--- src/rtl/hv_sync_generator.sv ---
// ----------------------------------------------------------------------------
// hv_sync_generator
//
// Free-running VGA raster timing generator. The default timing is
// 640x480@60 with a 25.175 MHz pixel clock and one pixel per clk. It
// produces the beam position and the sync pulses that the pixel renderer
// keys off.
//
// Ports:
//   clk        in   1   pixel clock, all state updates on the rising edge
//   reset      in   1   synchronous, active-high reset
//   hsync      out  1   horizontal sync, registered (active-low by default)
//   vsync      out  1   vertical sync, registered (active-low by default)
//   display_on out  1   1 while the beam is inside the visible area
//   hpos       out 10   current column, 0..H_MAX
//   vpos       out 10   current line,   0..V_MAX
//
// Configuration:
//   HVSYNC_POS_SYNC_EN  when defined, hsync/vsync are active-high and reset
//                       to 0. When undefined, they are active-low and reset
//                       to 1. Timing is identical in both modes.
// ----------------------------------------------------------------------------
module hv_sync_generator #(
    parameter int unsigned H_DISPLAY = 640,
    parameter int unsigned H_FRONT   = 16,
    parameter int unsigned H_SYNC    = 96,
    parameter int unsigned H_BACK    = 48,
    parameter int unsigned V_DISPLAY = 480,
    parameter int unsigned V_BOTTOM  = 10,
    parameter int unsigned V_SYNC    = 2,
    parameter int unsigned V_TOP     = 33
) (
    input  logic       clk,
    input  logic       reset,
    output logic       hsync,
    output logic       vsync,
    output logic       display_on,
    output logic [9:0] hpos,
    output logic [9:0] vpos
);

    // Derived 10-bit timing points. All comparisons below are unsigned 10-bit.
    localparam logic [9:0] H_VIS        = 10'(H_DISPLAY);
    localparam logic [9:0] H_MAX        = 10'(H_DISPLAY + H_FRONT + H_SYNC + H_BACK - 1);
    localparam logic [9:0] H_SYNC_START = 10'(H_DISPLAY + H_FRONT);
    localparam logic [9:0] H_SYNC_END   = 10'(H_DISPLAY + H_FRONT + H_SYNC - 1);
    localparam logic [9:0] V_VIS        = 10'(V_DISPLAY);
    localparam logic [9:0] V_MAX        = 10'(V_DISPLAY + V_BOTTOM + V_SYNC + V_TOP - 1);
    localparam logic [9:0] V_SYNC_START = 10'(V_DISPLAY + V_BOTTOM);
    localparam logic [9:0] V_SYNC_END   = 10'(V_DISPLAY + V_BOTTOM + V_SYNC - 1);

    // Idle (deasserted) level of both sync outputs. The asserted level is its
    // complement.
`ifdef HVSYNC_POS_SYNC_EN
    localparam logic SYNC_IDLE = 1'b0;
`else
    localparam logic SYNC_IDLE = 1'b1;
`endif

    logic [9:0] hpos_q, hpos_d;
    logic [9:0] vpos_q, vpos_d;
    logic       hsync_q, hsync_d;
    logic       vsync_q, vsync_d;
    logic       h_in_sync;
    logic       v_in_sync;

    always_comb begin
        // NOTE: every signal assigned here gets a default first so no path
        // leaves it unassigned, which would otherwise infer a latch.
        hpos_d = hpos_q + 10'd1;
        vpos_d = vpos_q;

        // The line counter advances only on the last pixel of a line; the
        // frame wraps when that pixel is also on the last line.
        if (hpos_q == H_MAX) begin
            hpos_d = '0;
            if (vpos_q == V_MAX) begin
                vpos_d = '0;
            end else begin
                vpos_d = vpos_q + 10'd1;
            end
        end

        // The sync windows are decoded from the current position and then
        // registered, so both pulses lag the counters by exactly one clk.
        h_in_sync = (hpos_q >= H_SYNC_START) && (hpos_q <= H_SYNC_END);
        v_in_sync = (vpos_q >= V_SYNC_START) && (vpos_q <= V_SYNC_END);
        hsync_d   = h_in_sync ? ~SYNC_IDLE : SYNC_IDLE;
        vsync_d   = v_in_sync ? ~SYNC_IDLE : SYNC_IDLE;
    end

    // NOTE: state registers use non-blocking assignments so every flop
    // samples the pre-edge values of the others.
    always_ff @(posedge clk) begin
        if (reset) begin
            hpos_q  <= '0;
            vpos_q  <= '0;
            hsync_q <= SYNC_IDLE;
            vsync_q <= SYNC_IDLE;
        end else begin
            hpos_q  <= hpos_d;
            vpos_q  <= vpos_d;
            hsync_q <= hsync_d;
            vsync_q <= vsync_d;
        end
    end

    assign hpos       = hpos_q;
    assign vpos       = vpos_q;
    assign hsync      = hsync_q;
    assign vsync      = vsync_q;
    // Combinational so the visible flag lines up with hpos/vpos with no lag.
    assign display_on = (hpos_q < H_VIS) && (vpos_q < V_VIS);

endmodule

--- config.mk ---
export PLATFORM = sky130hd
export DESIGN_NAME = hv_sync_generator
export DESIGN_NICKNAME = d
export VERILOG_FILES = /design/src/rtl/hv_sync_generator.sv
export SDC_FILE = /design/constraint.sdc
export NUM_CORES = 1
export LEC_CHECK = 0
export CAP_MARGIN = 30
export CORE_MARGIN = 4
export CORE_UTILIZATION = 43
export DETAILED_ROUTE_END_ITERATION = 6
export PLACE_DENSITY_LB_ADDON = 0.1
export SYNTH_ARGS = -nofsm -noshare
export SYNTH_HDL_FRONTEND = slang
export SYNTH_SLANG_ARGS = --single-unit
--- constraint.sdc ---
create_clock -name clk -period 1.83 [get_ports clk]
set_input_delay 0.183 -clock clk [delete_from_list [all_inputs] [get_ports clk]]
set_output_delay 0.183 -clock clk [all_outputs]
set_load 0.01 [all_outputs]
==> results of run 1 <==
==> layout make-up <==
class	count	area (sq um)
well taps	28	35.03
fillers	190	694.4
inverters	7	26.28
multi-input cells	88	625.6
clock buffers	4	36.28
flip-flops and latches	22	446.7
repair buffers	47	411.6
==> report_power, final <==
part / total [mW] / leakage, nW / internal, mW / switching [mW]
registers: 0.490 / 0.180 / 0.485 / 0.00508
logic: 0.0530 / 0.378 / 0.0273 / 0.0257
clock network: 0.272 / 0.0210 / 0.122 / 0.150
==> logic make-up (layout without fill, tap and decap cells) <==
| kind of cell | after synthesis | after routing |
|---|---|---|
| compound gates | 8 | 8 |
| xor+xnor | 12 | 12 |
| fa+ha+maj | 5 | 5 |
| buf+inv | 11 | 58 |
| flops | 22 | 22 |
| mux | 2 | 2 |
| simple gates | 61 | 61 |
==> through the flow <==
| step | hold slack, ns | util [%] | instances | area [sq um] | power [mW] |
|---|---|---|---|---|---|
| 6_report | 0.5574 | 69.49 | 196 | 1582 | 0.8153 |
| 5_1_grt | 0.5891 | 69.49 | 196 | 1582 | 0.8424 |
| 4_1_cts | 0.5455 | 67.18 | 194 | 1529 | 0.8151 |
| 3_5_place_dp | 0.5249 | 65.37 | 190 | 1488 | 0.5515 |
| 3_3_place_gp | 0.5091 | 65.37 | 190 | 1488 | 0.5496 |
| 2_1_floorplan | 0.4583 | - | 121 | 1072 | 0.5232 |
==> routing by layer <==
layer,wire length (um),track usage (%)
met5,0,0
met4,20,3.974
met3,163,4.299
met2,1299,27.10
met1,1226,21.69
==> flip-flops by register name, indices dropped and copies added (netlist names) <==
signal / flops
vpos: 10
hsync: 1
hpos: 10
vsync: 1
==> worst reg2reg max path: stages (launching register included) <==
cell and delay, ns:
dfxtp_2 0.37, ha_4 0.15, nand4_1 0.25, or4_4 0.57, or3_1 0.36, a21oi_1 0.12
==> placed cells by master (no fill, tap or decap), types with 5 or more instances in the layout <==
cell,count
dfxtp_1,17
nand3_1,7
nor2_1,22
nand4_1,5
dfxtp_2,5
buf_4,23
xnor2_1,8
inv_1,7
clkdlybuf4s50_1,23
==> final timing paths <==
kind	end	start	slack, ns
max	vpos[9]	hpos[1]	-0.04
min	vpos[9]	vpos[9]	0.56
max reg2reg	vpos[9]	hpos[1]	-0.04
min reg2reg	vpos[9]	vpos[9]	0.56
==> timing repair <==
item                       in CTS  in global routing
buffers inserted                0                  2
pin swaps                       2                  5
hold endpoints to repair        0                  0
resized for setup               3                  6
setup endpoints to repair       9                 11
==> impl_metrics.env, run 1 <==
export IMPL_status="finished, violations left"
export IMPL_violations="setup timing"
export IMPL_fin_worst_skew_ns=0.001424
export IMPL_leakage_nw=0.5786
export IMPL_cts_buffers=3
export IMPL_drt_pass1_iterations=4
export IMPL_worstSetupPathType="reg -> reg"
export IMPL_synth_top_family_by_area="simple AND/OR/NAND/NOR gates"
export IMPL_synth_fp_nets=128
export IMPL_diodes=0
export IMPL_worstMarginPinSlew_ns=0.3420
export IMPL_dp_hpwl_um=1980
export IMPL_grt_pass1_wl_um=4367
export IMPL_synth_area_sq_um=1057
export IMPL_timing_critical_path_fanout_max=5
export IMPL_finalCriticalPeriod_ns=1.871
export IMPL_drcViolationCount=0
export IMPL_postSynthAreaPerCell_sq_um=8.738
export IMPL_ys_ff_latch=22
export IMPL_vias=1045
export IMPL_worstHoldPathType="reg -> reg"
export IMPL_cts_sinks=22
export IMPL_rows=17
export IMPL_place_congestion=0.8167
export IMPL_yosys_warnings=0
export IMPL_clk_pin_slew_ns=0.12
export IMPL_clockRootBuffer="clkbuf_4"
export IMPL_fmax_mhz=534.6
export IMPL_wl_um=2709
export IMPL_fin_crit_sh_pct=102.2
export IMPL_syn_inst=121
export IMPL_grt_use_total_pct=16.57
export IMPL_synth_xor_area_share_pct=9.941
export IMPL_tritoncts="done"
export IMPL_ys_seq_area_share_pct=41.66
export IMPL_power_density_nw_per_um2=515.5
export IMPL_worstSkewPairLatency_ns=0.31
export IMPL_slowest_stage="or4_4"
export IMPL_fp_dieArea_sq_um=3316
export IMPL_rsz0062_at_grt="true"
export IMPL_ys_flop_type="dfxtp_1"
export IMPL_antenna_found_initial=0
export IMPL_critPathMaxStageDelay_ns=0.57
export IMPL_vdd_drop_max_v=0.0006487
export IMPL_numPortBuffers=24
export IMPL_synth_mux_area_share_pct=1.893
export IMPL_die_height_um=57.59
export IMPL_cts_hold_buffers=0
export IMPL_critical_path_top_delay_family="simple AND/OR/NAND/NOR gates"
export IMPL_fin_tns_setup_ns=-0.05371
export IMPL_worstSetupPathDepth=5
export IMPL_yosys_area_top_type="dfxtp_1"
export IMPL_area_growth_pct=49.59
export IMPL_synth_compound_area_share_pct=5.207
export IMPL_grt_pass1_vias=983
export IMPL_worst_path_buf_inv=0
export IMPL_drt_iter0_markers=26
export IMPL_hold_viol=0
export IMPL_cap_violations=0
export IMPL_final_max_slew_violation_count=0
export IMPL_cp_end_kind="flip-flop"
export IMPL_synth_edff_count=0
export IMPL_ff2ff_path_depth=5
export IMPL_drtAntennaViolNets=0
export IMPL_cp_cell_sequence="ha_4 -> nand4_1 -> or4_4 -> or3_1 -> a21oi_1"
export IMPL_wl_per_cell_um=13.82
export IMPL_clk_path_buf_depth=2
export IMPL_fin_ws_ns=-0.04058
export IMPL_critPathLaunchType="flip-flop"
export IMPL_maxSlewHeadroom_pct=76.99
export IMPL_required_ns=2.09
export IMPL_grt_overflow_total=0
export IMPL_synth_common_cells="22 x dfxtp_1, 22 x nor2_1, 8 x xnor2_1"
export IMPL_synth_simple_area_share_pct=31.24
export IMPL_synth_cell_type_count=32
export IMPL_htree_levels=1
export IMPL_hold_depth=2
export IMPL_arrival_ns=2.13
export IMPL_pre_cts_slack_ns=-0.04856
export IMPL_viasPerCell=5.332
export IMPL_io_pins=25
export IMPL_synthTopCellsByArea="dfxtp_1 42%, nor2_1 7.8%, xnor2_1 6.6%"
export IMPL_core_sq_um=2276
export IMPL_synth_adder_area_share_pct=5.917
export IMPL_drive_above_1_share_pct=26.19
export IMPL_synthArstFlopShare_pct=0
export IMPL_synth_top_cell_area_share_pct=41.66
export IMPL_die_x_um=57.59
export IMPL_initial_core_util_pct=46.45
export IMPL_grt_max_degree=13
export IMPL_setup_violations=2
export IMPL_nets=176
No activity file was read; power rests on OpenSTA's default activity.
==> inputs of run 2 (changes only) <==
CORE_MARGIN = 3   (was 4)
==> run 2 against run 1 <==
- sequential share of layout area grew 0.10 points
- maximum frequency grew 5.7%
- via count shrank 0.86%
- clock skew grew 0.0019 ns
- sequential power is essentially flat
- first-iteration DRC count shrank 23%
- global-route usage grew 1.3 points
- worst hold slack gained 0.0010 ns
- die area shrank 6.8%
- cell area is essentially flat
- largest power group unchanged
- critical endpoint is now display_on
- flip-flop and latch count is the same
- the run now ends clean
- wire length grew 0.78%
==> impl_metrics.env, run 2 (same netlist as run 1, synthesis figures left out) <==
export IMPL_final_common_cell="clkdlybuf4s50_1"
export IMPL_status="finished, final reports clean"
export IMPL_r2r_slack_ns=0.07
export IMPL_fin_worst_skew_ns=0.003316
export IMPL_hold_viol=0
export IMPL_clk_pin_slew_ns=0.12
export IMPL_drt_pass1_iterations=4
export IMPL_worstSkewPairLatency_ns=0.31
export IMPL_place_congestion=0.7894
export IMPL_timing_critical_path_fanout_max=6
export IMPL_worstHoldPathType="reg -> reg"
export IMPL_required_ns=1.65
export IMPL_die_height_um=55.59
export IMPL_drive_above_1_share_pct=27.54
export IMPL_fp_dieArea_sq_um=3090
export IMPL_dp_cells=189
export IMPL_worstMarginPinSlew_ns=0.3110
export IMPL_grt_pass1_wl_um=4498
export IMPL_final_max_slew_violation_count=0
export IMPL_cts_hold_buffers=0
export IMPL_critPathLaunchType="flip-flop"
export IMPL_io_pins=25
export IMPL_grt_use_total_pct=17.88
export IMPL_clk_path_buf_depth=2
export IMPL_rsz0062_at_grt="true"
export IMPL_cp_end_kind="output port"
export IMPL_worstSetupPathType="reg -> out"
export IMPL_grt_pass1_vias=1026
export IMPL_maxSlewHeadroom_pct=79.21
export IMPL_power_density_nw_per_um2=515.2
export IMPL_drt_iter0_markers=20
export IMPL_grt_max_degree=13
export IMPL_vias=1036
export IMPL_fmax_mhz=564.8
export IMPL_pre_cts_slack_ns=-0.06611
export IMPL_drtAntennaViolNets=0
export IMPL_tritoncts="done"
export IMPL_antenna_found_initial=0
export IMPL_wl_per_cell_um=14.00
export IMPL_fin_tns_setup_ns=0
export IMPL_cap_violations=0
export IMPL_arrival_ns=1.59
export IMPL_layout_common_cells="23 x clkdlybuf4s50_1, 22 x nor2_1, 22 x buf_4"
export IMPL_core_sq_um=2276
export IMPL_rows=17
export IMPL_nets=175
export IMPL_setup_violations=0
export IMPL_fin_ws_ns=0.05952
export IMPL_die_x_um=55.59
export IMPL_cts_buffers=3
export IMPL_instances_no_fill=195
export IMPL_viasPerCell=5.313
export IMPL_dp_hpwl_um=1921
export IMPL_area_growth_pct=49.47
export IMPL_leakage_nw=0.5757
export IMPL_numPortBuffers=24
export IMPL_fill_cells=200
export IMPL_vdd_drop_max_v=0.0005353
export IMPL_htree_levels=1
export IMPL_cts_sinks=22
export IMPL_fin_crit_sh_pct=96.75
export IMPL_grt_overflow_total=0
export IMPL_hold_slack_ns=0.5584
export IMPL_wl_um=2730
export IMPL_clockRootBuffer="clkbuf_4"
export IMPL_drcViolationCount=0
export IMPL_finalCriticalPeriod_ns=1.770
export IMPL_power_total_mw=0.8142
export IMPL_initial_core_util_pct=46.45
export IMPL_diodes=0
## run 2: per-stage QoR
stage | cell area, sq um | util [%]
finish | 1580 | 69.43
global route | 1580 | 69.43
CTS | 1528 | 67.12
detailed placement | 1480 | 65.04
global placement | 1480 | 65.04
floorplan | 1072 | -
## run 2: layout make-up
class	count	area, sq um	share of cell area (%)
timing repair buffer	46	404.1	25.57
multi-input combinational	88	630.6	39.90
inverter	7	26.28	1.663
sequential	22	447.9	28.35
clock buffer	4	36.28	2.296
tap	28	35.03	2.217
## run 2: metal layers
metal,vias up,wire (um),track usage (%)
li1,519,-,-
met1,493,1254,22.09
met2,22,1316,31.08
met3,2,138,5.336
met4,0,20,2.778
met5,-,0,0
## run 2: worst paths after layout
kind / startpoint / to / cells past startpoint
setup / recovery: vpos[6] / display_on / 5
hold / removal: hpos[0] / hpos[0] / 2
setup reg to reg: hpos[5] / vpos[9] / 4
hold reg to reg: hpos[0] / hpos[0] / 2
## run 2: worst max-delay path: stages, from the launching register on
cell and delay [ns]:
dfxtp_1 0.37, buf_4 0.14, and3_1 0.20, nand2_2 0.10, and4b_1 0.19, dlygate4sd2_1 0.28
## run 2: what timing repair did
item | CTS | global route
gates resized for setup | 5 | 7
setup buffers | 0 | 2
setup endpoints to repair | 8 | 9
pin swaps | 2 | 5
## run 2: where the power goes
group / internal [mW] / switching [mW]
clock: 0.122 / 0.148
combinational: 0.0280 / 0.0259
sequential: 0.485 / 0.00529
total: 0.635 / 0.179
